<file path="src/rtl/vga_blinken_tiles_pkg.sv">
// Shared constants for the blinking-tile colour stage: video timing,
// update FSM encoding, LFSR taps and the tile palette.
package vga_blinken_tiles_pkg;

  localparam int unsigned VGA_RES_H = 640;
  localparam int unsigned VGA_RES_V = 480;

  localparam logic [15:0] LFSR_TAPS = 16'hB400;

  typedef enum logic {
    IDLE   = 1'b0,
    UPDATE = 1'b1
  } upd_state_e;

  // RGB332 tile colours, indexed by (tile index + phase) mod 8
  function automatic logic [7:0] palette_rgb(input logic [2:0] idx);
    logic [7:0] c;
    case (idx)
      3'd0:    c = 8'hE0;
      3'd1:    c = 8'hFC;
      3'd2:    c = 8'h1C;
      3'd3:    c = 8'h1F;
      3'd4:    c = 8'h03;
      3'd5:    c = 8'hE3;
      3'd6:    c = 8'hF4;
      default: c = 8'hFF;
    endcase
    return c;
  endfunction

endpackage

</file>
<file path="src/rtl/vga_blinken_tiles_lfsr.sv">
// 16-bit right-shifting Galois LFSR with zero-lock recovery.
module lfsr16_galois
  import vga_blinken_tiles_pkg::*;
#(
  parameter logic [15:0] SEED = 16'hACE1
) (
  input  logic        PIXEL_CLK,
  input  logic        RESET_N,
  input  logic        advance,
  output logic [15:0] state
);

  logic [15:0] state_q;
  logic [15:0] state_d;

  // Next state: escape the all-zero lock first, otherwise shift when asked
  always_comb begin
    state_d = state_q;
    if (state_q == 16'h0000) begin
      state_d = SEED;
    end else if (advance) begin
      state_d = {1'b0, state_q[15:1]} ^ (state_q[0] ? LFSR_TAPS : 16'h0000);
    end
  end

  // State register, reseeded on reset
  always_ff @(posedge PIXEL_CLK or negedge RESET_N) begin
    if (!RESET_N) begin
      state_q <= SEED;
    end else begin
      state_q <= state_d;
    end
  end

  assign state = state_q;

endmodule

</file>
<file path="src/rtl/vga_blinken_tiles.sv">
// Colour stage behind the VGA sync generator: draws a grid of blinking
// tiles with a 3-cycle pipeline and delay-matched syncs. Tile states are
// scrambled by an LFSR during vertical blanking every few frames.
module vga_blinken_tiles
  import vga_blinken_tiles_pkg::*;
#(
  parameter int unsigned TILE_LOG2       = 6,
  parameter int unsigned TILES_X         = 10,
  parameter int unsigned TILES_Y         = 8,
  parameter int unsigned FRAMES_PER_STEP = 30,
  parameter logic [15:0] LFSR_SEED       = 16'hACE1,
  parameter logic [7:0]  GRID_COLOUR     = 8'h49
) (
  input  logic        PIXEL_CLK,
  input  logic        RESET_N,
  input  logic [12:0] locX,
  input  logic [12:0] locY,
  input  logic        in_image,
  input  logic        sync_h,
  input  logic        sync_v,
  output logic [7:0]  rgb,
  output logic        sync_h_out,
  output logic        sync_v_out,
  output logic        in_image_out
);

  localparam int unsigned COORD_W = 13;
  localparam int unsigned TILE_W  = COORD_W - TILE_LOG2;
  localparam int unsigned NTILES  = TILES_X * TILES_Y;
  localparam int unsigned IDX_W   = (NTILES > 8) ? $clog2(NTILES) : 3;

  // Stage 1 registers
  logic [TILE_W-1:0] tx1_q, tx1_d;
  logic [TILE_W-1:0] ty1_q, ty1_d;
  logic              grid1_q, grid1_d;
  logic              img1_q, img1_d;
  logic              hs1_q, hs1_d;
  logic              vs1_q, vs1_d;

  // Stage 2 registers
  logic              tile_on2_q, tile_on2_d;
  logic [2:0]        pal2_q, pal2_d;
  logic              grid2_q, grid2_d;
  logic              img2_q, img2_d;
  logic              hs2_q, hs2_d;
  logic              vs2_q, vs2_d;

  // Stage 3 (output) registers
  logic [7:0]        rgb3_q, rgb3_d;
  logic              img3_q, img3_d;
  logic              hs3_q, hs3_d;
  logic              vs3_q, vs3_d;

  // Tile update control
  upd_state_e        state_q;
  logic [IDX_W-1:0]  idx_q;
  logic [7:0]        cnt_q;
  logic [2:0]        phase_q;
  logic [NTILES-1:0] tiles_q;

  logic              frame_tick;
  logic              lfsr_adv;
  logic [15:0]       lfsr_state;
  logic              unused_lfsr_bits;

  logic [IDX_W-1:0]  tile_idx;
  logic              in_range;
  logic [IDX_W-1:0]  rd_idx;

  // First blanking line, first pixel: once-per-frame event
  assign frame_tick = (locX == 13'd0) && (locY == 13'(VGA_RES_V));
  assign lfsr_adv   = (state_q == UPDATE);

  lfsr16_galois #(
    .SEED(LFSR_SEED)
  ) u_lfsr (
    .PIXEL_CLK(PIXEL_CLK),
    .RESET_N  (RESET_N),
    .advance  (lfsr_adv),
    .state    (lfsr_state)
  );

  assign unused_lfsr_bits = ^lfsr_state[15:1];

  // Pipeline next-state: tile coordinates, tile lookup, then colour select
  always_comb begin
    tx1_d   = locX[COORD_W-1:TILE_LOG2];
    ty1_d   = locY[COORD_W-1:TILE_LOG2];
    grid1_d = (locX[TILE_LOG2-1:0] == '0) | (locY[TILE_LOG2-1:0] == '0);
    img1_d  = in_image;
    hs1_d   = sync_h;
    vs1_d   = sync_v;

    in_range   = (16'(tx1_q) < 16'(TILES_X)) && (16'(ty1_q) < 16'(TILES_Y));
    tile_idx   = IDX_W'(ty1_q) * IDX_W'(TILES_X) + IDX_W'(tx1_q);
    rd_idx     = in_range ? tile_idx : '0;
    tile_on2_d = in_range & tiles_q[rd_idx];
    pal2_d     = tile_idx[2:0] + phase_q;
    grid2_d    = grid1_q;
    img2_d     = img1_q;
    hs2_d      = hs1_q;
    vs2_d      = vs1_q;

    rgb3_d = 8'h00;
    if (!img2_q) begin
      rgb3_d = 8'h00;
    end else if (grid2_q) begin
      rgb3_d = GRID_COLOUR;
    end else if (tile_on2_q) begin
      rgb3_d = palette_rgb(pal2_q);
    end
    img3_d = img2_q;
    hs3_d  = hs2_q;
    vs3_d  = vs2_q;
  end

  // Pipeline registers, all cleared on reset
  always_ff @(posedge PIXEL_CLK or negedge RESET_N) begin
    if (!RESET_N) begin
      tx1_q      <= '0;
      ty1_q      <= '0;
      grid1_q    <= 1'b0;
      img1_q     <= 1'b0;
      hs1_q      <= 1'b0;
      vs1_q      <= 1'b0;
      tile_on2_q <= 1'b0;
      pal2_q     <= 3'd0;
      grid2_q    <= 1'b0;
      img2_q     <= 1'b0;
      hs2_q      <= 1'b0;
      vs2_q      <= 1'b0;
      rgb3_q     <= 8'h00;
      img3_q     <= 1'b0;
      hs3_q      <= 1'b0;
      vs3_q      <= 1'b0;
    end else begin
      tx1_q      <= tx1_d;
      ty1_q      <= ty1_d;
      grid1_q    <= grid1_d;
      img1_q     <= img1_d;
      hs1_q      <= hs1_d;
      vs1_q      <= vs1_d;
      tile_on2_q <= tile_on2_d;
      pal2_q     <= pal2_d;
      grid2_q    <= grid2_d;
      img2_q     <= img2_d;
      hs2_q      <= hs2_d;
      vs2_q      <= vs2_d;
      rgb3_q     <= rgb3_d;
      img3_q     <= img3_d;
      hs3_q      <= hs3_d;
      vs3_q      <= vs3_d;
    end
  end

  // Frame counting, phase stepping and the one-tile-per-cycle update walk
  always_ff @(posedge PIXEL_CLK or negedge RESET_N) begin
    if (!RESET_N) begin
      state_q <= IDLE;
      idx_q   <= '0;
      cnt_q   <= 8'd0;
      phase_q <= 3'd0;
      tiles_q <= '0;
    end else begin
      if (frame_tick) begin
        if (cnt_q == 8'(FRAMES_PER_STEP - 1)) begin
          cnt_q   <= 8'd0;
          phase_q <= phase_q + 3'd1;
          if (state_q == IDLE) begin
            state_q <= UPDATE;
            idx_q   <= '0;
          end
        end else begin
          cnt_q <= cnt_q + 8'd1;
        end
      end
      if (state_q == UPDATE) begin
        tiles_q[idx_q] <= tiles_q[idx_q] ^ lfsr_state[0];
        if (idx_q == IDX_W'(NTILES - 1)) begin
          state_q <= IDLE;
        end else begin
          idx_q <= idx_q + 1'b1;
        end
      end
    end
  end

  assign rgb          = rgb3_q;
  assign sync_h_out   = hs3_q;
  assign sync_v_out   = vs3_q;
  assign in_image_out = img3_q;

endmodule

</file>
<file path="config.mk">
export PLATFORM = sky130hd
export DESIGN_NAME = vga_blinken_tiles
export DESIGN_NICKNAME = d
export VERILOG_FILES = /design/src/rtl/vga_blinken_tiles_pkg.sv /design/src/rtl/vga_blinken_tiles_lfsr.sv /design/src/rtl/vga_blinken_tiles.sv
export SDC_FILE = /design/constraint.sdc
export NUM_CORES = 1
export LEC_CHECK = 0
export CAP_MARGIN = 10
export CORE_AREA = 2 2 146 148
export DETAILED_ROUTE_END_ITERATION = 10
export DIE_AREA = 0 0 148 150
export PLACE_DENSITY = 0.75
export SYNTH_ARGS = -nofsm -noshare
export SYNTH_HDL_FRONTEND = slang
export SYNTH_SLANG_ARGS = --single-unit
</file>
<file path="constraint.sdc">
create_clock -name PIXEL_CLK -period 3.2 [get_ports PIXEL_CLK]
set_input_delay 0.32 -clock PIXEL_CLK [delete_from_list [all_inputs] [get_ports PIXEL_CLK]]
set_output_delay 0.32 -clock PIXEL_CLK [all_outputs]
set_load 0.03 [all_outputs]
</file>
==> results.tsv <==
metric	value	unit
status	finished, final reports clean	
ys_types	66	
grt_max_degree	95	
cpLargestDelayFamily	adder cells	
worstRegToRegCells	10	
start_util	0.451	
cp-end-kind	register	
rsz0062_at_grt	no	
fin_nets	1058	
overflow	0	
cp-start-kind	register	
grt_usage	0.238	
grt_pass1_vias	7889	
crit_buf_inv	1	
path_max_fanout	4	
drt-initial-drc-count	908	
cts_max_level	4	
drt_first_pass_iters	6	
cts_sinks	150	
clk-insertion-delay-late	0.43	ns
worst_pin_slew	1.04	ns
ir_worst_vdd	0.349	mV
cts_made_buffers	17	
routed_via_density	6.49	
pre_cts_ws	0.191	ns
drive_above_1_share	0.158	
hold_depth	1	
fin_crit	2.99	ns
min_path_type	input port to register	
synth.area.top_cells	dfrtp_1 (38%), nand2_1 (6.5%), mux4_2 (6.0%)	
syn2layout_area_growth	16.6	%
gp_congestion	0.914	
fin_cells	1298	
cp.arrival	3.31	ns
boundaryPins	42	
layout_common_cells	nand2_1 (161), dfrtp_1 (142), nand3_1 (61)	
ff2ff_setup_slack	0.21	ns
worstPathCellList	ha_1 -> ha_1 -> fa_1 -> ha_4 -> a21oi_1 -> o21ai_0 -> xnor2_1 -> buf_4 -> a31oi_1 -> a2111oi_2	
yosysSeqAreaShare	0.403	
synth_seq_cells	150	
synth.cell_area	9330	sq um
slew_headroom	0.309	
clk_pin_slew	0.07	ns
setup_viol	0	
diodes	0	
remaining_drc_errors	0	
crit_type	register to register	
synth_top_area_share	0.381	
dr_total_vias	8428	
synth_edf_count	0	
antenna_left	0	
synth_area_leader_cell	dfrtp_1	
drt-total-wl	26000	um
synth-main-ff-cell	dfrtp_1	
cp.required	3.52	ns
powerDensity	407	nW/um^2
grt_pass1_wl	42200	um
max_stage_delay	0.53	ns
cts_tree	built	
dp_cells	1264	
clk_path_buf_depth	2	
io_buffer_count	41	
fp.dieW	148	um
fin_area	10900	sq um
skew	0.0101	ns
yosysWarnings	0	
synth_area_per_cell	9.41	sq um
hold_viol	0	
die_y	150	um
synth-async-reset-ratio	1.00	
antenna_found_initial	0	
syn_inst	992	
crit_top_cell	ha_1	
p_leak	4.47	nW
final_common_cell	nand2_1	
fp.dieArea	22200	sq um
cts_root_buffer	clkbuf_16	
dpl_cell_area	10200	sq um
routedWlPerCell	20.0	um
finalMaxSlewViolations	0	
worst_slack	0.210	ns
synthesis.nets	1040	
rows	53	
core	20700	sq um
max_cap_viol_count	0	
cp.depth	10	
cp_slowest_cell	fa_1	
finalCritPeriodShare	0.934	
fmax	0.334	GHz
tns	0	ns
dp_hpwl	17300	um
## report_power, final
part	switching, mW	leakage, nW	total, mW	internal, mW
clock network	0.887	0.300	2.14	1.25
logic	0.197	2.25	0.356	0.159
registers	0.0194	1.92	1.94	1.92
## final timing paths
kind,end,start
setup / recovery,tile_on2_q$_DFF_PN0_,ty1_q[1]$_DFF_PN0_
hold / removal,vs1_q$_DFF_PN0_,sync_v
setup reg to reg,tile_on2_q$_DFF_PN0_,ty1_q[1]$_DFF_PN0_
hold reg to reg,sync_h_out$_DFF_PN0_,hs2_q$_DFF_PN0_
max in group asynchronous,cnt_q[0]$_DFFE_PN0P_,RESET_N
min in group asynchronous,ty1_q[6]$_DFF_PN0_,RESET_N
## flip-flops by register name (all words and copies together) (netlist names), 3 cells and up
register and count:
cnt_q 8, idx_q 7, pal2_q 3, phase_q 3, rgb 6, tiles_q 80, tx1_q 7, ty1_q 7
u_lfsr.state 16
## synthesized netlist by cell type, types with 10 or more instances
cell type	n
nand2_1	161
dfrtp_1	142
clkbuf_1	72
nand3_1	61
or4_1	50
o2111ai_1	49
and3_1	36
o31ai_1	36
nor2_1	34
a32oi_1	31
a21oi_1	25
mux4_2	25
buf_2	23
mux2i_1	22
nor3_1	20
o21ai_0	17
xnor2_1	15
ha_1	14
mux2_2	13
a31oi_1	11
nand2b_1	10
## layout make-up
class,count,area (sq um)
Inverter,9,33.8
Sequential cell,150,3770
Clock inverter,15,193
Multi-Input combinational cell,727,5170
Tap cell,275,344
Clock buffer,17,425
Timing Repair Buffer,105,945
Fill cell,1858,9810
## timing repair
| action | CTS | global route |
|---|---|---|
| setup buffers | 0 | 1 |
| setup endpoints to repair | 0 | 1 |
| gates resized for setup | 0 | 2 |
| endpoints found under the hold margin | 59 | 0 |
| hold buffers | 1 | 0 |
## worst register-to-register path, delay by kind of cell (launching register included)
family | cells | cell delay (ns)
adders and majority gates | 4 | 1.28
xor gates and xnor gates | 1 | 0.29
AOI/OAI and AO/OA | 4 | 0.71
DFF | 1 | 0.41
buffers and inverters | 1 | 0.17
## metal layers
metal	track usage	routed length, um	share of wire
met1	0.326	10700	0.41
met2	0.372	12500	0.48
met3	0.0497	2050	0.079
met4	0.0938	765	0.029
met5	0	0	0
## cells by family after synthesis
| kind of cell | Yosys count | share of synthesized area |
|---|---|---|
| simple gates | 420 | 0.230 |
| mux | 60 | 0.0996 |
| xor+xnor | 24 | 0.0225 |
| compound gates | 206 | 0.168 |
| fa+ha+maj | 17 | 0.0252 |
| buf+inv | 115 | 0.0507 |
| flops | 150 | 0.403 |
## metrics by stage
stage,util,hold slack (ns),power [mW]
after floorplan,-,0.0244,2.15
after global placement,0.494,0.332,2.30
after detailed placement,0.494,0.334,2.30
after CTS,0.525,0.308,4.44
after global routing,0.526,0.327,4.58
final,0.526,0.315,4.43
Power figures use the tool's default switching activity.
